`src/rtl/snn_step_scheduler.sv`:
```
// Run-level sequencer for the spiking network: replays queued forced spikes per step,
// pulses time_step, then waits for the output stream to stay idle for QUIET cycles.
module snn_step_scheduler #(
    parameter int unsigned TA     = 4,
    parameter int unsigned NW     = 4,
    parameter int unsigned STEP_W = 16,
    parameter int unsigned DEPTH  = 16,
    parameter int unsigned QUIET  = 8
) (
    input  logic              aclk,
    input  logic              aresetn,
    input  logic              start,
    input  logic              abort,
    input  logic [STEP_W-1:0] num_steps,
    input  logic              stim_valid,
    output logic              stim_ready,
    input  logic [TA-1:0]     stim_block,
    input  logic [NW-1:0]     stim_neuron,
    input  logic [STEP_W-1:0] stim_step,
    output logic              force_spike_en,
    output logic [TA-1:0]     force_spike_block_select,
    output logic [NW-1:0]     force_spike_neuron_select,
    output logic              time_step,
    input  logic              out_tvalid,
    output logic              busy,
    output logic              done,
    output logic [STEP_W-1:0] step_count,
    output logic              stim_dropped
);
    localparam int unsigned AW = $clog2(DEPTH);
    localparam int unsigned QW = $clog2(QUIET + 1);
    localparam int unsigned EW = TA + NW + STEP_W;

    typedef enum logic [2:0] {
        S_IDLE,
        S_INJECT,
        S_STEP,
        S_DRAIN,
        S_DONE
    } state_t;

    state_t            state;
    logic [EW-1:0]     mem [DEPTH];
    logic [AW-1:0]     wr_ptr;
    logic [AW-1:0]     rd_ptr;
    logic [AW:0]       count;
    logic [STEP_W-1:0] steps_lat;
    logic [QW-1:0]     quiet_cnt;

    logic              empty;
    logic              full;
    logic              push;
    logic              pop;
    logic              head_due;
    logic              head_stale;
    logic [TA-1:0]     head_block;
    logic [NW-1:0]     head_neuron;
    logic [STEP_W-1:0] head_step;

    assign empty      = (count == '0);
    assign full       = (count == (AW+1)'(DEPTH));
    assign stim_ready = !full;
    assign push       = stim_valid && !full;

    assign {head_block, head_neuron, head_step} = mem[rd_ptr];
    assign head_due   = !empty && (head_step == step_count);
    assign head_stale = !empty && (head_step < step_count);
    // abort takes priority over the INJECT decision, so the head entry stays queued
    assign pop        = (state == S_INJECT) && !abort && (head_due || head_stale);

    always_ff @(posedge aclk) begin
        if (push) begin
            mem[wr_ptr] <= {stim_block, stim_neuron, stim_step};
        end
    end

    always_ff @(posedge aclk or negedge aresetn) begin
        if (!aresetn) begin
            wr_ptr <= '0;
            rd_ptr <= '0;
            count  <= '0;
        end else begin
            if (push) wr_ptr <= wr_ptr + 1'b1;
            if (pop)  rd_ptr <= rd_ptr + 1'b1;
            case ({push, pop})
                2'b10:   count <= count + 1'b1;
                2'b01:   count <= count - 1'b1;
                default: count <= count;
            endcase
        end
    end

    always_ff @(posedge aclk or negedge aresetn) begin
        if (!aresetn) begin
            state                     <= S_IDLE;
            force_spike_en            <= 1'b0;
            force_spike_block_select  <= '0;
            force_spike_neuron_select <= '0;
            time_step                 <= 1'b0;
            busy                      <= 1'b0;
            done                      <= 1'b0;
            step_count                <= '0;
            stim_dropped              <= 1'b0;
            steps_lat                 <= '0;
            quiet_cnt                 <= '0;
        end else begin
            force_spike_en            <= 1'b0;
            force_spike_block_select  <= '0;
            force_spike_neuron_select <= '0;
            time_step                 <= 1'b0;
            done                      <= 1'b0;
            if (state != S_IDLE && abort) begin
                state <= S_IDLE;
                busy  <= 1'b0;
            end else begin
                case (state)
                    S_IDLE: begin
                        if (start && !abort) begin
                            busy <= 1'b1;
                            if (num_steps != '0) begin
                                step_count <= '0;
                                steps_lat  <= num_steps;
                                state      <= S_INJECT;
                            end else begin
                                done  <= 1'b1;
                                state <= S_DONE;
                            end
                        end
                    end
                    S_INJECT: begin
                        if (head_due) begin
                            force_spike_en            <= 1'b1;
                            force_spike_block_select  <= head_block;
                            force_spike_neuron_select <= head_neuron;
                        end else if (head_stale) begin
                            stim_dropped <= 1'b1;
                        end else begin
                            time_step <= 1'b1;
                            state     <= S_STEP;
                        end
                    end
                    S_STEP: begin
                        quiet_cnt <= '0;
                        state     <= S_DRAIN;
                    end
                    S_DRAIN: begin
                        if (quiet_cnt == QW'(QUIET)) begin
                            if (step_count == steps_lat - 1'b1) begin
                                done  <= 1'b1;
                                state <= S_DONE;
                            end else begin
                                step_count <= step_count + 1'b1;
                                state      <= S_INJECT;
                            end
                        end else if (out_tvalid) begin
                            quiet_cnt <= '0;
                        end else begin
                            quiet_cnt <= quiet_cnt + 1'b1;
                        end
                    end
                    S_DONE: begin
                        busy  <= 1'b0;
                        state <= S_IDLE;
                    end
                    default: begin
                        busy  <= 1'b0;
                        state <= S_IDLE;
                    end
                endcase
            end
        end
    end
endmodule

```
`config.mk`:
```
export PLATFORM = sky130hd
export DESIGN_NAME = snn_step_scheduler
export DESIGN_NICKNAME = d
export VERILOG_FILES = /design/src/rtl/snn_step_scheduler.sv
export SDC_FILE = /design/constraint.sdc
export NUM_CORES = 1
export LEC_CHECK = 0
export CAP_MARGIN = 15
export CELL_PAD_IN_SITES_DETAIL_PLACEMENT = 0
export CELL_PAD_IN_SITES_GLOBAL_PLACEMENT = 1
export CORE_MARGIN = 4
export CORE_UTILIZATION = 27
export DETAILED_ROUTE_END_ITERATION = 10
export PLACE_DENSITY_LB_ADDON = 0.12
export SKIP_LAST_GASP = 1
export SYNTH_ARGS = -nofsm -noshare
export SYNTH_HDL_FRONTEND = slang
export SYNTH_SLANG_ARGS = --single-unit
```
`constraint.sdc`:
```
create_clock -name aclk -period 8.2 [get_ports aclk]
set_input_delay 2.05 -clock aclk [delete_from_list [all_inputs] [get_ports aclk]]
set_output_delay 2.05 -clock aclk [all_outputs]
set_load 0.1 [all_outputs]
```
==> flow_summary.ini <==
[run_status]
outcome = completed

[critical_path]
crit_arrival_ns = 6.52
worst-setup-path-type = reg -> reg
timing.rr.start = rd_ptr[2]
critPathCaptureType = flip-flop
crit_path_required_time_ns = 8.67
setup.worst_path.start_class = flip-flop
critical_path.max_fanout = 17
startpoint = rd_ptr[2]

[yosys]
yosys-top-cells-area = edfxtp_1 (61%), dfrtp_1 (8.6%), mux4_2 (8.6%)
syn_nets = 1225
synth_area_per_cell_um2 = 16.4
synth_seq_area_share = 0.696
netlist-cell-type-count = 58
synth_warnings = 0
synth_ff_type = edfxtp_1
synth.cell_area_um2 = 18900
synth_top_area_frac = 0.610
post_synth_top_area_cell = edfxtp_1
synth_seq_cells = 449
synth-edff-count = 384
postSynth.asyncResetShare = 0.145
syn-instance-count = 1149

[clocking]
cts_root_buffer = clkbuf_16
worstSkewPairLatency_ns = 0.60
cts_buffer_depth = 3
cells_resized_by_post_cts_repair = 0
tritoncts_clock_tree = built
clkTransAtPathRegs_ns = 0.06
cts_made_buffers = 52
cts_hold_repair.buffers = 0
postCtsSetupRepairBufs = 0
htree_levels = 2
cts.sink_count = 449

[floorplan]
die-height_um = 273
initial_utilization = 0.274
dieArea_um2 = 74300
die-width_um = 273
design.portCount = 76
fp.coreArea_um2 = 68900
floorplan.rows = 96

[pwr]
share_comb_of_total_power = 0.285
cell_internal_pwr_mw = 5.11
irDropWorstVdd_mv = 0.160
power.leakage_nw = 7.52
share_clk_of_total_power = 0.313
finalPower_mw = 7.58
powerDensity_nw_per_um2 = 334
p_switching_mw = 2.47
power_switching_share = 0.326
sequential_power_share = 0.402

[drt]
via_per_inst = 4.73
route.final.wire_length_um = 52700
dr.pass1.iters = 5
dr.first_iter.drc_count = 518
detail-route-antenna-nets = 0
via_count = 10473
detail_route.drc_violations = 0
route.detailed.wl_per_inst_um = 23.8

[sta]
post-route-period-util = 0.738
rsz0062_at_grt = false
finalWorstPathRequiredPeriod_ns = 6.05
worst_slew_margin_rel = 0.286
fin_setup_tns_ns = 0
slew_violations = 0
hold_viol = 0
skew_ns = 0.0231
maxClockFrequency_mhz = 165
setup_viol = 0
worst_slew_pin_slew_ns = 1.07

[worst_hold_path]
hold_start = quiet_cnt[2]
worst_hold_path_type = reg -> reg

[cells_and_area]
nets = 1319
final_layout_size_suffix_gt1_frac = 0.185
area_growth_pct = 20.1
post_layout_util = 0.329
filler_cell_count = 6708
fin_area_um2 = 22700
antennaDiodeCount = 0

[global_routing]
grt_util_all_layers = 0.141
grt_start_max_net_pins = 66
global_route_wire_length_before_repair_um = 76900
globalRoute.totalOverflow = 0
first_global_vias = 10953
grt_antenna_before_repair = 2

[place]
post-dp-hpwl_um = 30500
gp_congestion = 0.700
place_area_um2 = 20900
io_buffers = 75

[flow_run]
max-cap-violations = 0
[synthesized netlist by cell type, drive strengths merged, types with 2 or more instances]
library cell and number:
xor2 10, or3 3, buf 20, and3 9, a31oi 2, a211o 3, a21o 5, a22oi 16
nor3 27, o21ai 48, or2 3, edfxtp 384, a2bb2oi 4, nand3b 2, xnor2 21, mux2i 51
nor3b 3, a21oi 29, nand2 77, clkbuf 44, mux4 72, nor2b 8, nand4b 2, or4 5
o41a 3, dfrtp 65, inv 36, ha 29, nor4 13, a32oi 3, mux2 29, and2 2
a221oi 18, nand2b 5, nand3 18, o211ai 14, o31ai 5, nor2 33, nand4 17
[cells by family after synthesis]
kind of cell,after synthesis,share of synthesized area
buffers and inverters,100,0.0210
AND/OR/NAND/NOR,229,0.0626
multiplexers,152,0.130
flip-flops,449,0.696
adder cells (fa/ha/maj),30,0.0203
XOR/XNOR,31,0.0144
AO/OA/AOI/OAI,158,0.0554
[area by class of cell]
| cell class | instances | area, µm² | share of cell area |
|---|---|---|---|
| Sequential cell | 449 | 13200 | 0.580 |
| Clock inverter | 35 | 417 | 0.0184 |
| Timing Repair Buffer | 104 | 978 | 0.0431 |
| Inverter | 36 | 135 | 0.00596 |
| Tap cell | 931 | 1160 | 0.0513 |
| Clock buffer | 60 | 1350 | 0.0596 |
| Multi-Input combinational cell | 600 | 5480 | 0.241 |
[through the flow]
| step | worst slack [ns] | hold slack [ns] | std cells |
|---|---|---|---|
| global route | 1.70 | 0.545 | 2215 |
| CTS | 2.12 | 0.526 | 2215 |
| global placement | 2.22 | 0.513 | 2120 |
| floorplan | 3.21 | 0.474 | 1149 |
| detailed placement | 2.15 | 0.506 | 2120 |
| finish | 2.15 | 0.519 | 2215 |
[worst max-delay path, stage by stage (launching register included)]
cell and delay (ns):
dfrtp_1 0.99, nor2b_2 0.90, buf_4 0.37, a221oi_1 0.14, a22oi_1 0.17, nand2_1 0.09
ha_1 0.32, nand2_1 0.08, a211o_1 0.29, nor4_1 0.75, or2_2 0.28, nand2_1 0.11
inv_1 0.12, ha_1 0.22, inv_1 0.10, fa_1 0.40, inv_1 0.07, a21o_1 0.10
a21oi_1 0.07, xnor2_1 0.14, nor2_1 0.07, xnor2_1 0.13
[worst paths after layout]
check / cells after the start / slack [ns] / end
worst max-delay path: 21 / 2.15 / count[4]
worst min-delay path: 1 / 0.52 / quiet_cnt[2]
worst max register to register: 21 / 2.15 / count[4]
worst min register to register: 1 / 0.52 / quiet_cnt[2]
max in group asynchronous: 1 / 5.84 / rd_ptr[0]
min in group asynchronous: 1 / 1.59 / steps_lat[7]
[placed cells by master (no fill, tap or decap), types with 36 or more instances in the layout]
cell type | Yosys | final
clkbuf_16 | 0 | 53
mux4_2 | 72 | 72
edfxtp_1 | 384 | 384
o21ai_0 | 48 | 48
clkdlybuf4s50_1 | 0 | 74
mux2i_1 | 51 | 51
nand2_1 | 77 | 77
inv_1 | 36 | 36
dfrtp_1 | 65 | 63
[sequential cells by signal, summed over array words and instances (netlist names)]
register,count
quiet_cnt,4
force_spike_block_select,4
force_spike_neuron_select,4
rd_ptr,4
steps_lat,16
step_count,16
force_spike_en,1
count,5
mem,384
time_step,1
done,1
state,3
wr_ptr,4
stim_dropped,1
busy,1
[per-layer routing]
metal,GRT usage,vias up,part of all wire
met5,0,-,0.00040
met4,0.0302,4,0.017
met3,0.0257,62,0.042
met2,0.245,202,0.50
met1,0.186,5477,0.44
li1,-,4728,-
[power groups by stage]
stage	Sequential (mW)	Combinational, mW	Clock, mW
after detailed placement	3.10	2.21	0
after global routing	3.09	2.38	2.55
final	3.05	2.16	2.38
after CTS	3.05	2.22	2.45
after floorplan	2.99	1.52	0
after global placement	3.10	2.22	0
Note: power is estimated with default switching activity, not from simulation.
